`config.mk`:
```
export PLATFORM = sky130hd
export DESIGN_NAME = instr_encoder_loader
export DESIGN_NICKNAME = d
export VERILOG_FILES = /design/src/rtl/instr_encoder_loader.sv
export SDC_FILE = /design/constraint.sdc
export NUM_CORES = 1
export LEC_CHECK = 0
export CAP_MARGIN = 25
export CORE_MARGIN = 3
export CORE_UTILIZATION = 28
export CTS_BUF_LIST = sky130_fd_sc_hd__clkbuf_8
export DETAILED_ROUTE_END_ITERATION = 16
export PLACE_DENSITY = 0.64
export SKIP_LAST_GASP = 1
export SYNTH_ARGS = -nofsm -noshare
export SYNTH_HDL_FRONTEND = slang
export SYNTH_SLANG_ARGS = --single-unit
```
`constraint.sdc`:
```
create_clock -name clk_i -period 1.9 [get_ports clk_i]
set_input_delay 0.475 -clock clk_i [delete_from_list [all_inputs] [get_ports clk_i]]
set_output_delay 0.475 -clock clk_i [all_outputs]
set_load 0.1 [all_outputs]
```
`src/rtl/instr_encoder_loader.sv`:
```
// Encodes MIPS instruction fields into 32-bit words and streams
// them into instruction memory at sequential word addresses.
module instr_encoder_loader #(
  parameter int ADDR_W    = 8,
  parameter int DEPTH     = 256,
  parameter int BASE_ADDR = 0
) (
  input  logic              clk_i,
  input  logic              rst_i,
  input  logic              start_i,
  input  logic              valid_i,
  output logic              ready_o,
  input  logic [1:0]        kind_i,
  input  logic [4:0]        rs_i,
  input  logic [4:0]        rt_i,
  input  logic [4:0]        rd_i,
  input  logic [5:0]        funct_i,
  input  logic [15:0]       imm_i,
  input  logic              last_i,
  output logic              memWrite_o,
  output logic [ADDR_W-1:0] memAddr_o,
  output logic [31:0]       memData_o,
  output logic              busy_o,
  output logic              done_o,
  output logic [ADDR_W:0]   count_o,
  output logic              overflow_o
);

  localparam int CW = ADDR_W + 1;
  localparam logic [CW-1:0] DEPTH_C = CW'(DEPTH);
  localparam logic [CW-1:0] LAST_C  = CW'(DEPTH - 1);
  localparam logic [ADDR_W-1:0] BASE_C = ADDR_W'(BASE_ADDR);

  localparam logic [5:0] OP_R   = 6'b000000;
  localparam logic [5:0] OP_LW  = 6'b100011;
  localparam logic [5:0] OP_SW  = 6'b101011;
  localparam logic [5:0] OP_BEQ = 6'b000100;

  typedef enum logic [1:0] {
    S_IDLE,
    S_LOAD,
    S_DONE
  } state_e;

  state_e            state_q, state_d;
  logic [ADDR_W-1:0] addr_q, addr_d;
  logic [CW-1:0]     cnt_q, cnt_d;
  logic              ovf_q, ovf_d;
  logic              wr_q, wr_d;
  logic [ADDR_W-1:0] maddr_q, maddr_d;
  logic [31:0]       mdata_q, mdata_d;
  logic [31:0]       enc;
  logic              accept;

  always_comb begin
    enc = '0;
    unique case (kind_i)
      2'b00: enc = {OP_R, rs_i, rt_i,
                    rd_i, 5'b00000, funct_i};
      2'b01: enc = {OP_LW, rs_i, rt_i, imm_i};
      2'b10: enc = {OP_SW, rs_i, rt_i, imm_i};
      2'b11: enc = {OP_BEQ, rs_i, rt_i, imm_i};
    endcase
  end

  assign ready_o = (state_q == S_LOAD)
                && (cnt_q < DEPTH_C);
  assign accept  = valid_i && ready_o;

  always_comb begin
    state_d = state_q;
    addr_d  = addr_q;
    cnt_d   = cnt_q;
    ovf_d   = ovf_q;
    wr_d    = 1'b0;
    maddr_d = maddr_q;
    mdata_d = mdata_q;
    unique case (state_q)
      S_IDLE, S_DONE: begin
        if (start_i) begin
          state_d = S_LOAD;
          addr_d  = BASE_C;
          cnt_d   = '0;
          ovf_d   = 1'b0;
        end
      end
      S_LOAD: begin
        if (accept) begin
          wr_d    = 1'b1;
          maddr_d = addr_q;
          mdata_d = enc;
          addr_d  = addr_q + 1'b1;
          cnt_d   = cnt_q + 1'b1;
          // last_i wins over running out of room
          if (last_i) begin
            state_d = S_DONE;
          end else if (cnt_q == LAST_C) begin
            state_d = S_DONE;
            ovf_d   = 1'b1;
          end
        end
      end
      default: state_d = S_IDLE;
    endcase
  end

  always_ff @(posedge clk_i) begin
    if (rst_i) begin
      state_q <= S_IDLE;
      addr_q  <= BASE_C;
      cnt_q   <= '0;
      ovf_q   <= 1'b0;
      wr_q    <= 1'b0;
      maddr_q <= '0;
      mdata_q <= '0;
    end else begin
      state_q <= state_d;
      addr_q  <= addr_d;
      cnt_q   <= cnt_d;
      ovf_q   <= ovf_d;
      wr_q    <= wr_d;
      maddr_q <= maddr_d;
      mdata_q <= mdata_d;
    end
  end

  assign memWrite_o = wr_q;
  assign memAddr_o  = maddr_q;
  assign memData_o  = mdata_q;
  assign busy_o     = (state_q == S_LOAD);
  assign done_o     = (state_q == S_DONE);
  assign count_o    = cnt_q;
  assign overflow_o = ovf_q;

endmodule

```
# Word level (Yosys, flattened, before mapping)
# Cells that the tools add are included.
# totals
register_bits	61
word_cells	51
input_bits	44
output_inout_bits	54
# op_classes
mux	18
bitwise	1
add_sub_neg	2
n_eq_ne	11
order_cmp	1
n_reduce_logical	11
# ops
operator	n
32-bit one-hot mux with 4 select lines	1
9-bit 2-to-1 mux	2
9-bit one-hot mux with 2 select lines	1
8-bit 2-to-1 mux	2
8-bit one-hot mux with 2 select lines	1
9-bit by 1-bit adder with 9-bit output (second input constant)	1
9-bit by 8-bit equality test with 1-bit output (second input constant)	1
9-bit less-than comparator (second input constant)	1
8-bit by 1-bit adder with 8-bit output (second input constant)	1
2-bit 2-to-1 mux	4
2-bit equality test (second input constant)	3
3-bit AND reduction	2
1-bit 2-to-1 mux	5
5-bit AND reduction	1
2-bit by 1-bit equality test with 1-bit output (second input constant)	2
2-bit zero test	2
2-bit by 1-bit != test with 1-bit output (second input constant)	2
2-bit != test (second input constant)	2
2-bit one-hot mux with 2 select lines	1
2-bit OR reduction	2
3-bit by 2-bit != test with 1-bit output (second input constant)	1
1-bit logical AND	2
1-bit one-hot mux with 2 select lines	1
2-bit AND reduction	1
other kinds (2)	2

# Depth between registers and ports, before layout
# logic_depth
ltp_word	5
ltp_mapped	7

# Least setup slack after synthesis
# Ideal clock, no wire load.
# synth_timing
path_type	reg-to-output
from	reg cnt_q[8], in the netlist count_o[8]
to	out ready_o
setup_slack_ns	-0.660
stages_incl_launch_ff	2
required_time_ns	1.425
n_path_buf	0
t_arrival_ns	2.085
cell_sequence	dfxtp_1 -> nor2_1
# synth_via
elab_chain_len	2
# synth_rtl
item	line	rtl
from (decl)	47	logic [CW-1:0] cnt_q, cnt_d;
from (signal assigned)	119	cnt_q <= cnt_d;
9-bit less-than comparator	67	&& (cnt_q < DEPTH_C);
1-bit logical AND	67	
to (decl)	12	output logic ready_o,
# Every way passes these cells.

# Worst setup path in the final report
# layout_timing
from	reg state_q[0]
to	out busy_o
# layout_via
elab_chain_len	1
# layout_rtl
item	line	rtl
from (decl)	45	state_e state_q, state_d;
from (signal assigned)	117	state_q <= state_d;
2-bit by 1-bit equality test with 1-bit output	130	assign busy_o = (state_q == S_LOAD);
to (decl)	23	output logic busy_o,
# Every way passes these cells.

==> run summary <==
Status - finished, final reports clean
Top-count cell post-synth - dfxtp_1
Dpl hpwl - 5510 um
H-tree depth - 3
Nets@finish - 461
Core Util, Final - 51.2%
Largest net degree at the start of global routing - 24
Avg Synthesized Cell Area - 8.48 um^2
Skew final - 5.26 ps
Post-CTS Setup Bufs - 0
Main synth FF type - dfxtp_1
Critical path arrival - 1280 ps
Critical Path End Type - primary output
Worst IR Drop VDD - 0.000504 V
First-pass GRT wire length - 12,000 um
DR WL/cell - 14.1 um
Leak pwr - 0.00172 uW
Total grt overflow - 0
CTS buffer count - 9
Pins over their slew limit - 0
Worst-path maximum fanout - 6
Pwr Total - 3520 uW
Sequential share of the synthesized area - 44.9%
Post-synth net total - 358
Hold Vio Cnt, Final - 0
Core Region - 8850 um^2
Clock sinks - 58
Worst-path clk slew - 70 ps
RSZ-0062 raised after global routing - no
Antenna violations before repair - 0
Starting Density - 29.2%
Hold/Removal Path Class - register to register
Ys async rst share - 0%
Filler cell count - 812
Minimum clock period - 1750 ps
Pwr dens - 778 nW/um^2
Multi-input gate area - 1260 um^2
Post-synth cell types - 44
CTS tree - done
Sequential cell area - 1180 um^2
Clock Tree Buf Depth - 2
Remaining DRCs - 0
Yosys reg bits - 58
Vias - 2,556
FP Rows - 34
Sw Ratio - 30.3%
Register share of total power - 36.8%
Synthesized area - 2580 um^2
Drt total wl - 7370 um
Die Y - 102 um
Required time worst endpoint - 1420 ps
RePlAce Congestion - 0.792
Startpoint types - register
Final ANT Viol Nets - 0
Clock share of power - 40.3%
Area contributors post-synth - dfxtp_1, nand2_1, a21oi_1
Die area - 10,400 um^2
CTS Hold Buffers Added - 0
IO buf count - 96
Max cap viols - 0
Root Driver - clkbuf_8
Total I/O pin count - 98
Yosys top cell by area - dfxtp_1
Yosys warning count - 0
Vias in the first global route - 2,470
Critical path class - register to primary output
Total track usage - 14.4%
Clock Latency Late Sink - 330 ps
Post-synth EDFFs - 0
Initial DRT Pass Iterations - 4
Final setup vio count - 0
Final Cycle Share - 92.3%
Net switching power figure - 1070 uW
Via/cell ratio - 4.91
Post-synth top cells - dfxtp_1, nand2_1, a21oi_1
Area delta synth->final - 75.1%
# diodes - 0
Comb pwr share - 22.9%
Die Width - 102 um
Layout cells sized above 1 - 26.6%
Iter 0 DRT Violations - 107
Post-synth top area share - 44.9%
FMAX - 0.570 GHz
Post-synthesis cell count - 305
Pint - 2450 uW
==> power by group through the flow <==
| stage | clock, uW | sequential [uW] | combinational (uW) |
|---|---|---|---|
| final | 1420 | 1300 | 808 |
| after global routing | 1520 | 1300 | 847 |
| after CTS | 1460 | 1300 | 814 |
| after detailed placement | 0 | 1320 | 811 |
| after global placement | 0 | 1320 | 804 |
| after floorplan | 0 | 1550 | 226 |
==> metrics by stage <==
step	hold WS, ps	instance area (um^2)	worst slack (ps)	std cells	TNS (ps)
finish	482	4530	146	521	0
global route	508	4530	27.5	521	0
CTS	477	4520	50.9	521	0
detailed placement	469	4280	-177	505	-2410
global placement	461	4280	-104	505	-1340
floorplan	446	2610	-2.51	305	-2.51
==> registers in the layout, summed over array words and instances (netlist names) <==
| register | flops |
|---|---|
| addr_q | 8 |
| count_o | 9 |
| memAddr_o | 8 |
| memData_o | 29 |
| memWrite_o | 1 |
| overflow_o | 1 |
| state_q | 2 |
==> routing by layer <==
layer / vias up / track usage, % / wire length [um]
met5: - / 0 / 0
met4: 0 / 6.16 / 159
met3: 11 / 4.64 / 408
met2: 69 / 23.9 / 3700
met1: 1192 / 17.3 / 3100
li1: 1284 / - / -
==> path summary, 6_finish.rpt <==
path	start	endpoint	slack (ps)	cells after the start
hold reg to reg	addr_q[7]$_SDFFE_PP0P_	memAddr_o[7]$_SDFFE_PP0P_	480	2
setup / recovery	state_q[0]$_SDFFE_PP0P_	busy_o	150	3
hold / removal	addr_q[7]$_SDFFE_PP0P_	memAddr_o[7]$_SDFFE_PP0P_	480	2
setup reg to reg	count_o[0]$_SDFFE_PP0P_	count_o[8]$_SDFFE_PP0P_	180	6
==> layout make-up <==
| class | instances | area share [%] |
|---|---|---|
| multi-input combinational | 211 | 27.9 |
| timing repair buffer | 119 | 36.9 |
| tap | 108 | 2.99 |
| clock inverter | 7 | 2.74 |
| inverter | 9 | 0.746 |
| sequential | 58 | 26.0 |
| clock buffer | 9 | 2.74 |
==> worst max-delay path, cell delays in order (launching register included) <==
cell      delay, ps
dfxtp_1         450
nand2b_2        150
inv_2           160
buf_12          190
==> layout by cell type, fill, tap and decap left out, types with 3 or more instances in the layout <==
master and n:
a21oi_1 37, a221oi_1 9, buf_12 54, buf_4 22
bufinv_16 3, clkbuf_8 9, clkdlybuf4s50_1 42, dfxtp_1 50
dfxtp_2 6, ha_1 9, inv_1 8, mux2i_1 5
nand2_1 50, nand2b_1 3, nand3_1 19, nor2_1 12
o2111ai_1 5, o211ai_1 3, o21ai_0 9, o21ai_1 6
or3_1 7
==> cells by family (layout without fill, tap and decap cells) <==
| group | count (synthesis) | after routing | share of synthesized area, % |
|---|---|---|---|
| mux | 5 | 5 | 1.94 |
| fa+ha+maj | 9 | 9 | 4.36 |
| buf+inv | 36 | 144 | 6.73 |
| flops | 58 | 58 | 44.9 |
| other cells | 1 | 1 | 0.145 |
| xor+xnor | 1 | 1 | 0.339 |
| compound gates | 87 | 87 | 22.0 |
| simple gates | 108 | 108 | 19.6 |
==> what timing repair did <==
item / in CTS / in global routing
setup endpoints to repair: 1 / 2
gates cloned: 0 / 0
resized for setup: 1 / 1
Note: power is estimated with default switching activity, not from simulation.
